### config.mk
export PLATFORM = sky130hd
export DESIGN_NAME = rr_arb_merge_nxw
export DESIGN_NICKNAME = d
export VERILOG_FILES = /design/src/rtl/rr_arb_merge_nxw.sv
export SDC_FILE = /design/constraint.sdc
export NUM_CORES = 1
export LEC_CHECK = 0
export BUFFER_PORTS_ARGS = -buffer_cell sky130_fd_sc_hd__buf_2
export CORE_MARGIN = 2
export CORE_UTILIZATION = 45
export CTS_BUF_LIST = sky130_fd_sc_hd__clkbuf_16
export DETAILED_ROUTE_END_ITERATION = 10
export PLACE_DENSITY = 0.73
export SYNTH_ARGS = -nofsm -noshare
export SYNTH_HDL_FRONTEND = slang
export SYNTH_SLANG_ARGS = --single-unit
### constraint.sdc
create_clock -name clk -period 4.1 [get_ports clk]
set_clock_uncertainty 0.1 [all_clocks]
set_input_delay 0.82 -clock clk [delete_from_list [all_inputs] [get_ports clk]]
set_output_delay 0.82 -clock clk [all_outputs]
set_load 0.05 [all_outputs]
### src/rtl/rr_arb_merge_nxw.sv
// ============================================================================
//  Module   : rr_arb_merge_nxw
//  Brief    : N-to-1 round-robin merge with per-channel FIFOs, a registered
//             valid/ready output stage and source-ID export. Packet locking
//             is compiled in with `define ARB_MERGE_PKT_LOCK_EN.
//  Revision : 1.0 - initial release
// ============================================================================
`default_nettype none

module rr_arb_merge_nxw #(
    parameter int  NUM_CH   = 5,
    parameter int  DATA_W   = 32,
    parameter int  IN_DEPTH = 2,
    localparam int CH_W     = $clog2(NUM_CH)
) (
    input  logic                     clk,
    input  logic                     rst,
    input  logic [NUM_CH-1:0]        in_valid,
    output logic [NUM_CH-1:0]        in_ready,
    input  logic [NUM_CH*DATA_W-1:0] in_data,
    input  logic [NUM_CH-1:0]        in_last,
    output logic                     out_valid,
    input  logic                     out_ready,
    output logic [DATA_W-1:0]        out_data,
    output logic                     out_last,
    output logic [CH_W-1:0]          out_src
);

    localparam int              AW       = $clog2(IN_DEPTH);
    localparam int              FW       = DATA_W + 1;
    localparam logic [AW:0]     c_depth  = (AW+1)'(IN_DEPTH);
    localparam logic [CH_W:0]   c_num_ch = (CH_W+1)'(NUM_CH);
    localparam logic [CH_W-1:0] c_last_ch = CH_W'(NUM_CH - 1);

    logic [NUM_CH-1:0] w_push;
    logic [NUM_CH-1:0] w_pop;
    logic [NUM_CH-1:0] w_nonempty;
    logic [FW-1:0]     w_head [NUM_CH];

    logic              w_load;
    logic              w_gnt_vld;
    logic [CH_W-1:0]   w_gnt_ch;
    logic [CH_W-1:0]   w_gnt_inc;
    logic [CH_W:0]     w_idx;
    logic [FW-1:0]     w_gnt_head;

    logic              out_valid_q, out_valid_d;
    logic [DATA_W-1:0] out_data_q,  out_data_d;
    logic              out_last_q,  out_last_d;
    logic [CH_W-1:0]   out_src_q,   out_src_d;
    logic [CH_W-1:0]   ptr_q,       ptr_d;
`ifdef ARB_MERGE_PKT_LOCK_EN
    logic              lock_q,      lock_d;
    logic [CH_W-1:0]   lock_ch_q,   lock_ch_d;
`endif

    // ------------------------------------------------------------------------
    // Per-channel FIFOs; in_ready depends only on the registered count
    // ------------------------------------------------------------------------
    generate
        for (genvar k = 0; k < NUM_CH; k++) begin : g_fifo
            logic [FW-1:0] mem_q [IN_DEPTH];
            logic [AW-1:0] wr_q;
            logic [AW-1:0] rd_q;
            logic [AW:0]   cnt_q;

            assign in_ready[k]   = rst & (cnt_q != c_depth);
            assign w_push[k]     = in_valid[k] & in_ready[k];
            assign w_nonempty[k] = (cnt_q != '0);
            assign w_head[k]     = mem_q[rd_q];
            assign w_pop[k]      = w_load & w_gnt_vld & (w_gnt_ch == CH_W'(k));

            always_ff @(posedge clk) begin
                if (w_push[k]) begin
                    mem_q[wr_q] <= {in_last[k], in_data[k*DATA_W +: DATA_W]};
                end
            end

            always_ff @(posedge clk or negedge rst) begin
                if (!rst) begin
                    wr_q  <= '0;
                    rd_q  <= '0;
                    cnt_q <= '0;
                end else begin
                    if (w_push[k]) wr_q <= wr_q + 1'b1;
                    if (w_pop[k])  rd_q <= rd_q + 1'b1;
                    if (w_push[k] && !w_pop[k]) begin
                        cnt_q <= cnt_q + 1'b1;
                    end else if (!w_push[k] && w_pop[k]) begin
                        cnt_q <= cnt_q - 1'b1;
                    end
                end
            end
        end
    endgenerate

    // ------------------------------------------------------------------------
    // Round-robin arbitration starting at ptr_q (or pinned to lock_ch_q)
    // ------------------------------------------------------------------------
    assign w_load = ~out_valid_q | out_ready;

    always_comb begin
        w_gnt_vld = 1'b0;
        w_gnt_ch  = '0;
        w_idx     = '0;
`ifdef ARB_MERGE_PKT_LOCK_EN
        if (lock_q) begin
            if (w_nonempty[lock_ch_q]) begin
                w_gnt_vld = 1'b1;
                w_gnt_ch  = lock_ch_q;
            end
        end else
`endif
        begin
            for (int i = 0; i < NUM_CH; i++) begin
                w_idx = {1'b0, ptr_q} + (CH_W+1)'(i);
                if (w_idx >= c_num_ch) w_idx = w_idx - c_num_ch;
                if (!w_gnt_vld && w_nonempty[w_idx[CH_W-1:0]]) begin
                    w_gnt_vld = 1'b1;
                    w_gnt_ch  = w_idx[CH_W-1:0];
                end
            end
        end
    end

    assign w_gnt_inc  = (w_gnt_ch == c_last_ch) ? '0 : w_gnt_ch + 1'b1;
    assign w_gnt_head = w_head[w_gnt_ch];

    always_comb begin
        out_valid_d = out_valid_q;
        out_data_d  = out_data_q;
        out_last_d  = out_last_q;
        out_src_d   = out_src_q;
        ptr_d       = ptr_q;
`ifdef ARB_MERGE_PKT_LOCK_EN
        lock_d      = lock_q;
        lock_ch_d   = lock_ch_q;
`endif
        if (w_load) begin
            out_valid_d = w_gnt_vld;
            if (w_gnt_vld) begin
                out_data_d = w_gnt_head[DATA_W-1:0];
                out_last_d = w_gnt_head[DATA_W];
                out_src_d  = w_gnt_ch;
`ifdef ARB_MERGE_PKT_LOCK_EN
                // Pointer only moves past a channel once its packet tail leaves
                if (w_gnt_head[DATA_W]) begin
                    lock_d = 1'b0;
                    ptr_d  = w_gnt_inc;
                end else begin
                    lock_d    = 1'b1;
                    lock_ch_d = w_gnt_ch;
                end
`else
                ptr_d = w_gnt_inc;
`endif
            end
        end
    end

    always_ff @(posedge clk or negedge rst) begin
        if (!rst) begin
            out_valid_q <= 1'b0;
            out_data_q  <= '0;
            out_last_q  <= 1'b0;
            out_src_q   <= '0;
            ptr_q       <= '0;
`ifdef ARB_MERGE_PKT_LOCK_EN
            lock_q      <= 1'b0;
            lock_ch_q   <= '0;
`endif
        end else begin
            out_valid_q <= out_valid_d;
            out_data_q  <= out_data_d;
            out_last_q  <= out_last_d;
            out_src_q   <= out_src_d;
            ptr_q       <= ptr_d;
`ifdef ARB_MERGE_PKT_LOCK_EN
            lock_q      <= lock_d;
            lock_ch_q   <= lock_ch_d;
`endif
        end
    end

    assign out_valid = out_valid_q;
    assign out_data  = out_data_q;
    assign out_last  = out_last_q;
    assign out_src   = out_src_q;

endmodule

`default_nettype wire

==> metrics.cfg <==
[yosys]
ys_seq_elements=390
synth_cells=1070
yosys_warnings=0
ys.flop_type=edfxtp_1
yosys-top-cells-area=edfxtp_1 (61%), mux2i_1 (9.7%), dfrtp_1 (9.2%)
synth-seq-area-share_pct=69.8
synth_edf_count=330
syn_nets=1257
async_flop_share_pct=15.4
synth_top_area_share_pct=60.6
synthDistinctLibCells=62
syn_area_mm2=0.0164
synth_top_cell_by_area=edfxtp_1
synth_area_per_cell_um2=15.3

[clocking]
cts_sinks=390
clk_latency_ns=0.57
h-tree-depth=2
cts_tree=built
root_buffer=clkbuf_16
cts.clk_slew.worst_paths_ns=0.06
clockBufferDepth=3
hold_buffers=0
cts_made_buffers=41

[floorplanning]
ios=215
start_util_pct=45.9
die_area_mm2=0.0379
die_w_um=195
die_h_um=195
core_area_mm2=0.0357
rows=69

[timing]
max-slew-margin-rel_pct=22.7
hold_violations=0
max_slew.worst_pin.slew_ns=1.16
finalSetupTns_ns=0
hold_slack_ns=0.101
min_period_ns=4.03
drv_slew=0
timing.fmax_mhz=248
finalCritPeriodShare_pct=98.2
setup_viol=0

[route]
drt_wl_total_mm=42.3
drt_iter0_markers=767
drc=0
ant_nets=0
wl_per_cell_um=22.4
vias=10400
dr.pass1.iters=5
vias_per_cell=5.50

[cells_and_area]
fin_util_pct=57.4
fin_nets=1575
layout_commonest_cell=edfxtp_1
drive_gt1_share_pct=34.3
area_growth_pct=25.3
layout_common_cells=edfxtp_1 (330), buf_2 (214), mux2i_1 (158)
instances_no_fill=1891

[run]
drv_cap=0

[global_route]
grtUsageTotal_pct=22.2
grt_pass1_vias=10500
grt_pass1_wl_mm=62.6
antenna_found_initial=8
overflow=0
grt_max_degree=50

[critical_path]
worstReg2RegStart=ptr_q[0]$_DFFE_PN0P_
path_max_fanout=32
crit_family=compound AO/OA/AOI/OAI gates
worstSetupPathType=flop to flop
worst-path-buf-inv=5
cp.arrival_ns=4.37
crit_slowest_cell=dfrtp_1
rr_worst_depth=17
cpPeakStageDelay_ns=0.42
start_kind=flop
path_cells=inv_4 > ha_2 > inv_1 > fa_2 > inv_2 > a221oi_1 > a31oi_1 > o211ai_1 > nor4_2 > nor2b_4 > a32o_1 > a21oi_4 > buf_12 > a211oi_2 > a211oi_1 > buf_4 > a2111o_1
rr_endpoint=out_data[14]$_DFFE_PN0P_
crit_required_ns=4.44
endpoint_kind=flop
reg2reg_slack_ns=0.07

[placed_design]
dpl.cell_count=1799
io_buffers=214
place.gp.congestion=0.918
hpwlAfterDp_mm=29.8

[worst_hold_path]
hold_path.class=primary input to async pin

[run_status]
status=finished, final reports clean

-- registers in the layout, indices dropped and copies added (netlist names) --
signal and cells:
ptr_q 3, g_fifo.wr_q 5, g_fifo.rd_q 5, out_valid 1
g_fifo.cnt_q 10, g_fifo.mem_q 330, out_last 1, out_data 32
out_src 3
-- per-layer routing --
layer	share of wire, %	global-route usage (%)	wire (um)	up-vias
met5	0	0	0	-
met4	3.8	9.09	1590	0
met3	6.6	5.14	2810	83
met2	46	34.2	19500	352
met1	44	30.6	18500	5157
li1	-	-	-	4815
-- stage by stage --
step,area [um^2],setup WS [ns]
floorplan,16400,-0.0795
global placement,18800,-0.156
detailed placement,18800,-0.164
CTS,20100,0.00554
global route,20500,-0.0394
finish,20500,0.0725
-- Yosys cell counts, types with 2 or more instances --
master / instances
edfxtp_1: 330
mux2i_1: 158
a211oi_1: 91
dfrtp_1: 60
nor2b_1: 49
clkbuf_1: 43
nor3_1: 42
o21ai_0: 29
nor2_1: 27
nand2_1: 25
a2111o_1: 22
a21oi_1: 19
inv_1: 19
buf_2: 16
xnor2_1: 16
ha_1: 13
xor2_1: 12
nand2b_1: 11
and3_1: 9
a21boi_0: 6
buf_1: 5
nor3b_1: 4
or2_2: 4
or3_1: 4
a31oi_1: 3
nand3_1: 3
o211ai_1: 3
a2111oi_0: 2
a21o_1: 2
a31o_2: 2
and2_1: 2
buf_4: 2
mux4_2: 2
nand4_1: 2
nor4_1: 2
o21a_1: 2
o22ai_1: 2
o311ai_0: 2
o31ai_1: 2
-- cell families after synthesis --
kind of cell | count (synthesis) | share of synthesized area (%)
AOI/OAI and AO/OA | 203 | 9.33
DFF | 390 | 69.8
buffers and inverters | 86 | 2.14
and+or+nand+nor | 189 | 6.18
adders and majority gates | 14 | 1.12
muxes | 160 | 9.95
xor gates and xnor gates | 28 | 1.50
-- cell type report --
| cell class | count | area, um^2 |
|---|---|---|
| Antenna cell | 10 | 25.0 |
| Tap cell | 461 | 577 |
| Timing Repair Buffer | 341 | 2120 |
| Multi-Input combinational cell | 594 | 4980 |
| Fill cell | 2817 | 15200 |
| Sequential cell | 390 | 11400 |
| Inverter | 20 | 77.6 |
| Clock buffer | 42 | 1050 |
| Clock inverter | 33 | 233 |
-- worst max-delay path by stage --
stage	slack [ns]	depth (start not counted)	from	to
after floorplan	-0.08	21	ptr_q[0]$_DFFE_PN0P_	g_fifo[3].cnt_q[1]$_DFFE_PN0P_
after global placement	-0.16	17	ptr_q[0]$_DFFE_PN0P_	g_fifo[1].cnt_q[1]$_DFFE_PN0P_
after detailed placement	-0.16	15	ptr_q[0]$_DFFE_PN0P_	out_data[16]$_DFFE_PN0P_
after CTS	0.006	17	ptr_q[0]$_DFFE_PN0P_	g_fifo[1].cnt_q[1]$_DFFE_PN0P_
after global routing	-0.04	18	ptr_q[0]$_DFFE_PN0P_	g_fifo[1].cnt_q[1]$_DFFE_PN0P_
final	0.07	17	ptr_q[0]$_DFFE_PN0P_	out_data[14]$_DFFE_PN0P_
-- repair_timing --
action | in CTS | in global routing
buffers inserted | 0 | 7
gates resized for setup | 12 | 58
endpoints found under the setup margin | 35 | 42
endpoints found under the hold margin | 0 | 0
pin swaps | 2 | 18
Power is left out: the tool's default activity adds up to more than one toggle a clock period on the data nets, which glitch-free logic cannot reach.
